File: config.mk
export PLATFORM = sky130hd
export DESIGN_NAME = fifo_write_arbiter
export DESIGN_NICKNAME = d
export VERILOG_FILES = /design/src/rtl/fifo_write_arbiter.sv
export SDC_FILE = /design/constraint.sdc
export NUM_CORES = 1
export LEC_CHECK = 0
export ABC_CLOCK_PERIOD_IN_PS = 2500
export CAP_MARGIN = 20
export CORE_MARGIN = 10
export CORE_UTILIZATION = 41
export DETAILED_ROUTE_END_ITERATION = 8
export PLACE_DENSITY = 0.85
export SLEW_MARGIN = 20
export SYNTH_ARGS = -nofsm -noshare
export SYNTH_HDL_FRONTEND = slang
export SYNTH_SLANG_ARGS = --single-unit
File: constraint.sdc
create_clock -name write_clk -period 2.5 [get_ports write_clk]
set_input_delay 0.5 -clock write_clk [delete_from_list [all_inputs] [get_ports write_clk]]
set_output_delay 0.5 -clock write_clk [all_outputs]
set_load 0.01 [all_outputs]
File: src/rtl/fifo_write_arbiter.sv
// Round-robin arbiter sharing the async FIFO write port among NUM_REQ requesters in bursts of up to BURST_MAX beats.
// Optional stall counter (stall_clr / stall_cnt ports) is built when FIFO_WR_ARB_STALL_CNT_EN is defined.
module fifo_write_arbiter #(
    parameter int NUM_REQ   = 4,
    parameter int DATA_W    = 8,
    parameter int BURST_MAX = 4
) (
    input  logic                      write_clk,
    input  logic                      reset,
    input  logic [NUM_REQ-1:0]        req,
    input  logic [NUM_REQ*DATA_W-1:0] req_data,
    output logic [NUM_REQ-1:0]        ack,
    output logic [NUM_REQ-1:0]        grant,
    input  logic                      fifo_full,
    output logic                      fifo_write_en,
    output logic [DATA_W-1:0]         fifo_data,
    output logic                      busy
`ifdef FIFO_WR_ARB_STALL_CNT_EN
    ,
    input  logic                      stall_clr,
    output logic [15:0]               stall_cnt
`endif
);

    localparam int IDX_W = (NUM_REQ > 1) ? $clog2(NUM_REQ) : 1;
    localparam int CNT_W = $clog2(BURST_MAX) + 1;

    typedef enum logic {IDLE, GRANT} state_t;

    state_t               state, state_n;
    logic [IDX_W-1:0]     owner, owner_n;
    logic [IDX_W-1:0]     last_owner, last_owner_n;
    logic [CNT_W-1:0]     beat_cnt, beat_cnt_n;
    logic [NUM_REQ-1:0]   grant_n;

    logic                 pick_vld;
    logic [IDX_W-1:0]     pick_idx;
    logic                 owner_req;
    logic [DATA_W-1:0]    owner_data;
    logic [CNT_W-1:0]     cnt_inc;

    // Search upward from the requester after last_owner, wrapping at NUM_REQ.
    always_comb begin
        int j;
        logic [IDX_W-1:0] jj;
        pick_vld = 1'b0;
        pick_idx = '0;
        j        = 0;
        jj       = '0;
        for (int i = 1; i <= NUM_REQ; i++) begin
            j = int'(last_owner) + i;
            if (j >= NUM_REQ) j = j - NUM_REQ;
            jj = IDX_W'(j);
            if (!pick_vld && req[jj]) begin
                pick_vld = 1'b1;
                pick_idx = jj;
            end
        end
    end

    always_comb begin
        owner_req  = 1'b0;
        owner_data = '0;
        for (int k = 0; k < NUM_REQ; k++) begin
            if (owner == IDX_W'(k)) begin
                owner_req  = req[k];
                owner_data = req_data[k*DATA_W +: DATA_W];
            end
        end
    end

    // Gated by reset so the write strobe drops the instant reset asserts.
    assign fifo_write_en = reset && (state == GRANT) && owner_req && !fifo_full;
    assign fifo_data     = fifo_write_en ? owner_data : '0;
    assign busy          = (state == GRANT);
    assign cnt_inc       = beat_cnt + 1'b1;

    always_comb begin
        ack = '0;
        for (int k = 0; k < NUM_REQ; k++) begin
            if (fifo_write_en && owner == IDX_W'(k)) ack[k] = 1'b1;
        end
    end

    always_comb begin
        state_n      = state;
        owner_n      = owner;
        last_owner_n = last_owner;
        beat_cnt_n   = beat_cnt;
        grant_n      = grant;
        case (state)
            IDLE: begin
                if (pick_vld) begin
                    state_n    = GRANT;
                    owner_n    = pick_idx;
                    grant_n    = {{(NUM_REQ-1){1'b0}}, 1'b1} << pick_idx;
                    beat_cnt_n = '0;
                end
            end
            GRANT: begin
                if (!owner_req || (fifo_write_en && cnt_inc == CNT_W'(BURST_MAX))) begin
                    state_n      = IDLE;
                    grant_n      = '0;
                    last_owner_n = owner;
                    beat_cnt_n   = '0;
                end else if (fifo_write_en) begin
                    beat_cnt_n = cnt_inc;
                end
            end
            default: begin
                state_n = IDLE;
                grant_n = '0;
            end
        endcase
    end

    always_ff @(posedge write_clk or negedge reset) begin
        if (!reset) begin
            state      <= IDLE;
            owner      <= '0;
            last_owner <= IDX_W'(NUM_REQ - 1);
            beat_cnt   <= '0;
            grant      <= '0;
        end else begin
            state      <= state_n;
            owner      <= owner_n;
            last_owner <= last_owner_n;
            beat_cnt   <= beat_cnt_n;
            grant      <= grant_n;
        end
    end

`ifdef FIFO_WR_ARB_STALL_CNT_EN
    // Cycles the owner had a beat ready but the FIFO was full; saturating.
    always_ff @(posedge write_clk or negedge reset) begin
        if (!reset) begin
            stall_cnt <= '0;
        end else if (stall_clr) begin
            stall_cnt <= '0;
        end else if ((state == GRANT) && owner_req && fifo_full && (stall_cnt != 16'hFFFF)) begin
            stall_cnt <= stall_cnt + 16'd1;
        end
    end
`endif

endmodule

==> out/qor.yml <==
yosys:
  ys_ff_latch: 12
  synth_nets: 132
  ys_seq_area_share_pct: 30.2
  muxShareOfSynthArea_pct: 26.4
  synth_fa_ha_area_share_pct: 2.49
  synth_cell_types: 37
  yosysWarnings: 0
  synth_compound_area_share_pct: 16.5
  ys.flop_type: "dfrtp_1"
  syn-cell-area_um2: 1000
  synth_edf_count: 0
  netlist_instances: 91
  synth_xor_area_share_pct: 0
  async_flop_share_pct: 100
  synth_top_family_by_area: "multiplexers"
  synthSimpleGateAreaFrac_pct: 20.6
  avgSynthCellArea_um2: 11.0
die:
  start_util_pct: 44.1
  ioPinCount: 57
  core_area_um2: 2280
  die_height_um: 69.5
  fp.dieW_um: 69.5
  die_area_um2: 4830
  rows: 17
clock_network:
  clkTransAtPathRegs_ns: 0.07
  cts-root-buf: "clkbuf_4"
  cts_max_level: 1
  numCtsBuffers: 3
  cts.path.max_buffers: 2
  cts_tree: "yes"
  clk_latency_ns: 0.27
  cts_sinks: 12
  ctsHoldBuffers: 0
routing:
  drc: 0
  vias: 1064
  drt_iter0_drc: 42
  finalWirelength_um: 3760
  routedWlPerCell_um: 19.4
  ant_nets: 0
  via_per_inst: 5.48
  firstDrtPassIters: 4
timing:
  rsz0062_at_grt: "false"
  worst_slew_pin_slew_ns: 0.506
  fmax_mhz: 408
  drv_slew: 0
  worst_slack_ns: 0.0469
  period_share_pct: 98.1
  max_slew_margin_pct: 66.0
  setup_violations: 0
  period_minus_slack_ns: 2.45
  clock_skew_ns: 0.00262
  hold_violations: 0
global_routing:
  grtUsageTotal_pct: 15.8
  grt_pass1_wl_um: 6460
  grt_pass1_vias: 1213
  grt_overflow: 0
  grt_max_degree: 14
  antenna_found_initial: 0
critical_path:
  max_stage_delay_ns: 0.43
  worstSetupStartpointType: "input pin"
  critPathMaxFanout: 4
  required_ns: 2.00
  path_cells: "clkdlybuf4s50_1 -> mux2_4 -> a32oi_4 -> and2b_1 -> clkdlybuf4s15_1"
  crit_family: "buffers and inverters"
  worstSetupEndpointType: "output pin"
  path_class: "input pin to output pin"
  crit_arrival_ns: 1.95
  path_buf_inv: 2
  cpMaxStageDelayCell: "clkdlybuf4s50_1"
power:
  powerDensity_nw_per_um2: 771
  leakage_nw: 0.812
  ir_worst_vdd_v: 0.000693
place:
  pre_cts_ws_ns: -0.311
  place_inst: 185
  hpwl_um: 3040
  portBuffers: 56
  place.gp.congestion: 0.833
layout:
  fin_cells: 194
  nets: 208
  antenna_cells: 0
  nFillCells: 165
  drive_above_1_share_pct: 25.9
  area_growth_pct: 75.7
job:
  drv_cap: 0
min_path:
  hold_path.class: "input pin to async pin"
outcome:
  status: "completed"
[worst paths after layout]
kind / from / endpoint / slack (ns) / cells after the start
setup / recovery: req[0] / fifo_data[0] / 0.05 / 5
hold / removal: reset / beat_cnt[0]$_DFFE_PN0P_ / 0.23 / 2
setup reg to reg: busy$_DFF_PN0_ / beat_cnt[1]$_DFFE_PN0P_ / 0.68 / 7
hold reg to reg: grant[2]$_DFFE_PN0P_ / grant[2]$_DFFE_PN0P_ / 0.51 / 1
max in group asynchronous: reset / last_owner[0]$_DFFE_PN1P_ / 2.06 / 2
min in group write_clk: grant[2]$_DFFE_PN0P_ / grant[2]$_DFFE_PN0P_ / 0.51 / 1
[kinds of logic after synthesis]
group           count (synthesis)
compound gates                 20
mux                            14
flops                          12
simple gates                   35
buf+inv                         8
fa+ha+maj                       2
[cell usage after synthesis, types with 2 or more instances]
cell       count  area share [%]
nor3_1         3             1.5
and2_1         3             1.9
a22o_1         4             3.5
dfrtp_1       10              25
o2bb2ai_1      2             1.7
ha_1           2             2.5
mux4_2         5              11
nand2_1        5             1.9
dfstp_2        2             5.2
and2b_1        8             6.0
o21ai_0        3             1.5
inv_1          4             1.5
nand2b_1       4             2.5
mux2_2         3             3.4
mux2_4         2             3.0
mux4_1         3             7.9
nor2b_1        2             1.2
a21oi_1        2             1.0
nor2_1         6             2.2
[area by class of cell]
type | count | area [µm²] | area share (%)
clock buffers | 4 | 36.3 | 2.06
inverters | 5 | 18.8 | 1.06
multi-input cells | 72 | 697 | 39.5
flip-flops and latches | 12 | 303 | 17.2
well taps | 28 | 35.0 | 1.99
repair buffers | 73 | 673 | 38.2
[worst register-to-register path: cells and delay by family (launching register included)]
| family | cells | cell delay (ns) |
|---|---|---|
| buffers and inverters | 3 | 0.39 |
| AOI/OAI and AO/OA | 2 | 0.36 |
| DFF | 1 | 0.46 |
| and+or+nand+nor | 2 | 0.54 |
[through the flow]
| stage | hold slack [ns] | setup TNS (ns) | utilization (%) | area [µm²] | power [W] |
|---|---|---|---|---|---|
| floorplan | 0.204 | 0 | - | 1000 | 0.000848 |
| global placement | 0.476 | -2.60 | 73.7 | 1680 | 0.00115 |
| detailed placement | 0.489 | -3.01 | 73.7 | 1680 | 0.00118 |
| CTS | 0.512 | 0 | 76.9 | 1750 | 0.00136 |
| global route | 0.230 | 0 | 77.5 | 1760 | 0.00146 |
| finish | 0.229 | 0 | 77.5 | 1760 | 0.00136 |
[repair_timing]
| item | 4_1_cts | 5_1_grt |
|---|---|---|
| pin swaps | 2 | 1 |
| setup buffers | 4 | 0 |
| gates resized for setup | 34 | 6 |
| endpoints found under the setup margin | 13 | 4 |
| gates cloned | 1 | 0 |
[sequential cells by signal, summed over array words and instances, names as in the netlist]
register and count:
last_owner 2, beat_cnt 3, busy 1, owner 2, grant 4
[power breakdown]
group          total (W)  internal (W)  switching, W
registers       0.000352      0.000280     0.0000719
logic           0.000857      0.000481      0.000375
clock network   0.000151     0.0000885     0.0000625
[routing by layer]
layer,vias to the layer above,wire length [µm],GRT usage (%)
li1,497,-,-
met1,506,1770,20.5
met2,57,1660,25.4
met3,4,316,4.42
met4,0,14,2.66
met5,-,0,0
[cell usage in the layout (no fill, tap or decap), types with 3 or more instances in the layout]
cell type / Yosys / layout
dlygate4sd2_1: 0 / 7
mux4_1: 3 / 3
mux2_2: 3 / 3
buf_6: 1 / 3
nor2_1: 6 / 6
o21ai_0: 3 / 3
nand2b_1: 4 / 4
clkbuf_4: 0 / 3
and2_1: 3 / 3
inv_1: 4 / 4
buf_4: 0 / 14
mux4_2: 5 / 5
a22o_1: 4 / 4
clkdlybuf4s15_1: 0 / 5
dfrtp_1: 10 / 10
clkdlybuf4s50_1: 0 / 39
nor3_1: 3 / 3
buf_2: 1 / 4
nand2_1: 5 / 5
and2b_1: 8 / 8
Power figures use the tool's default switching activity.
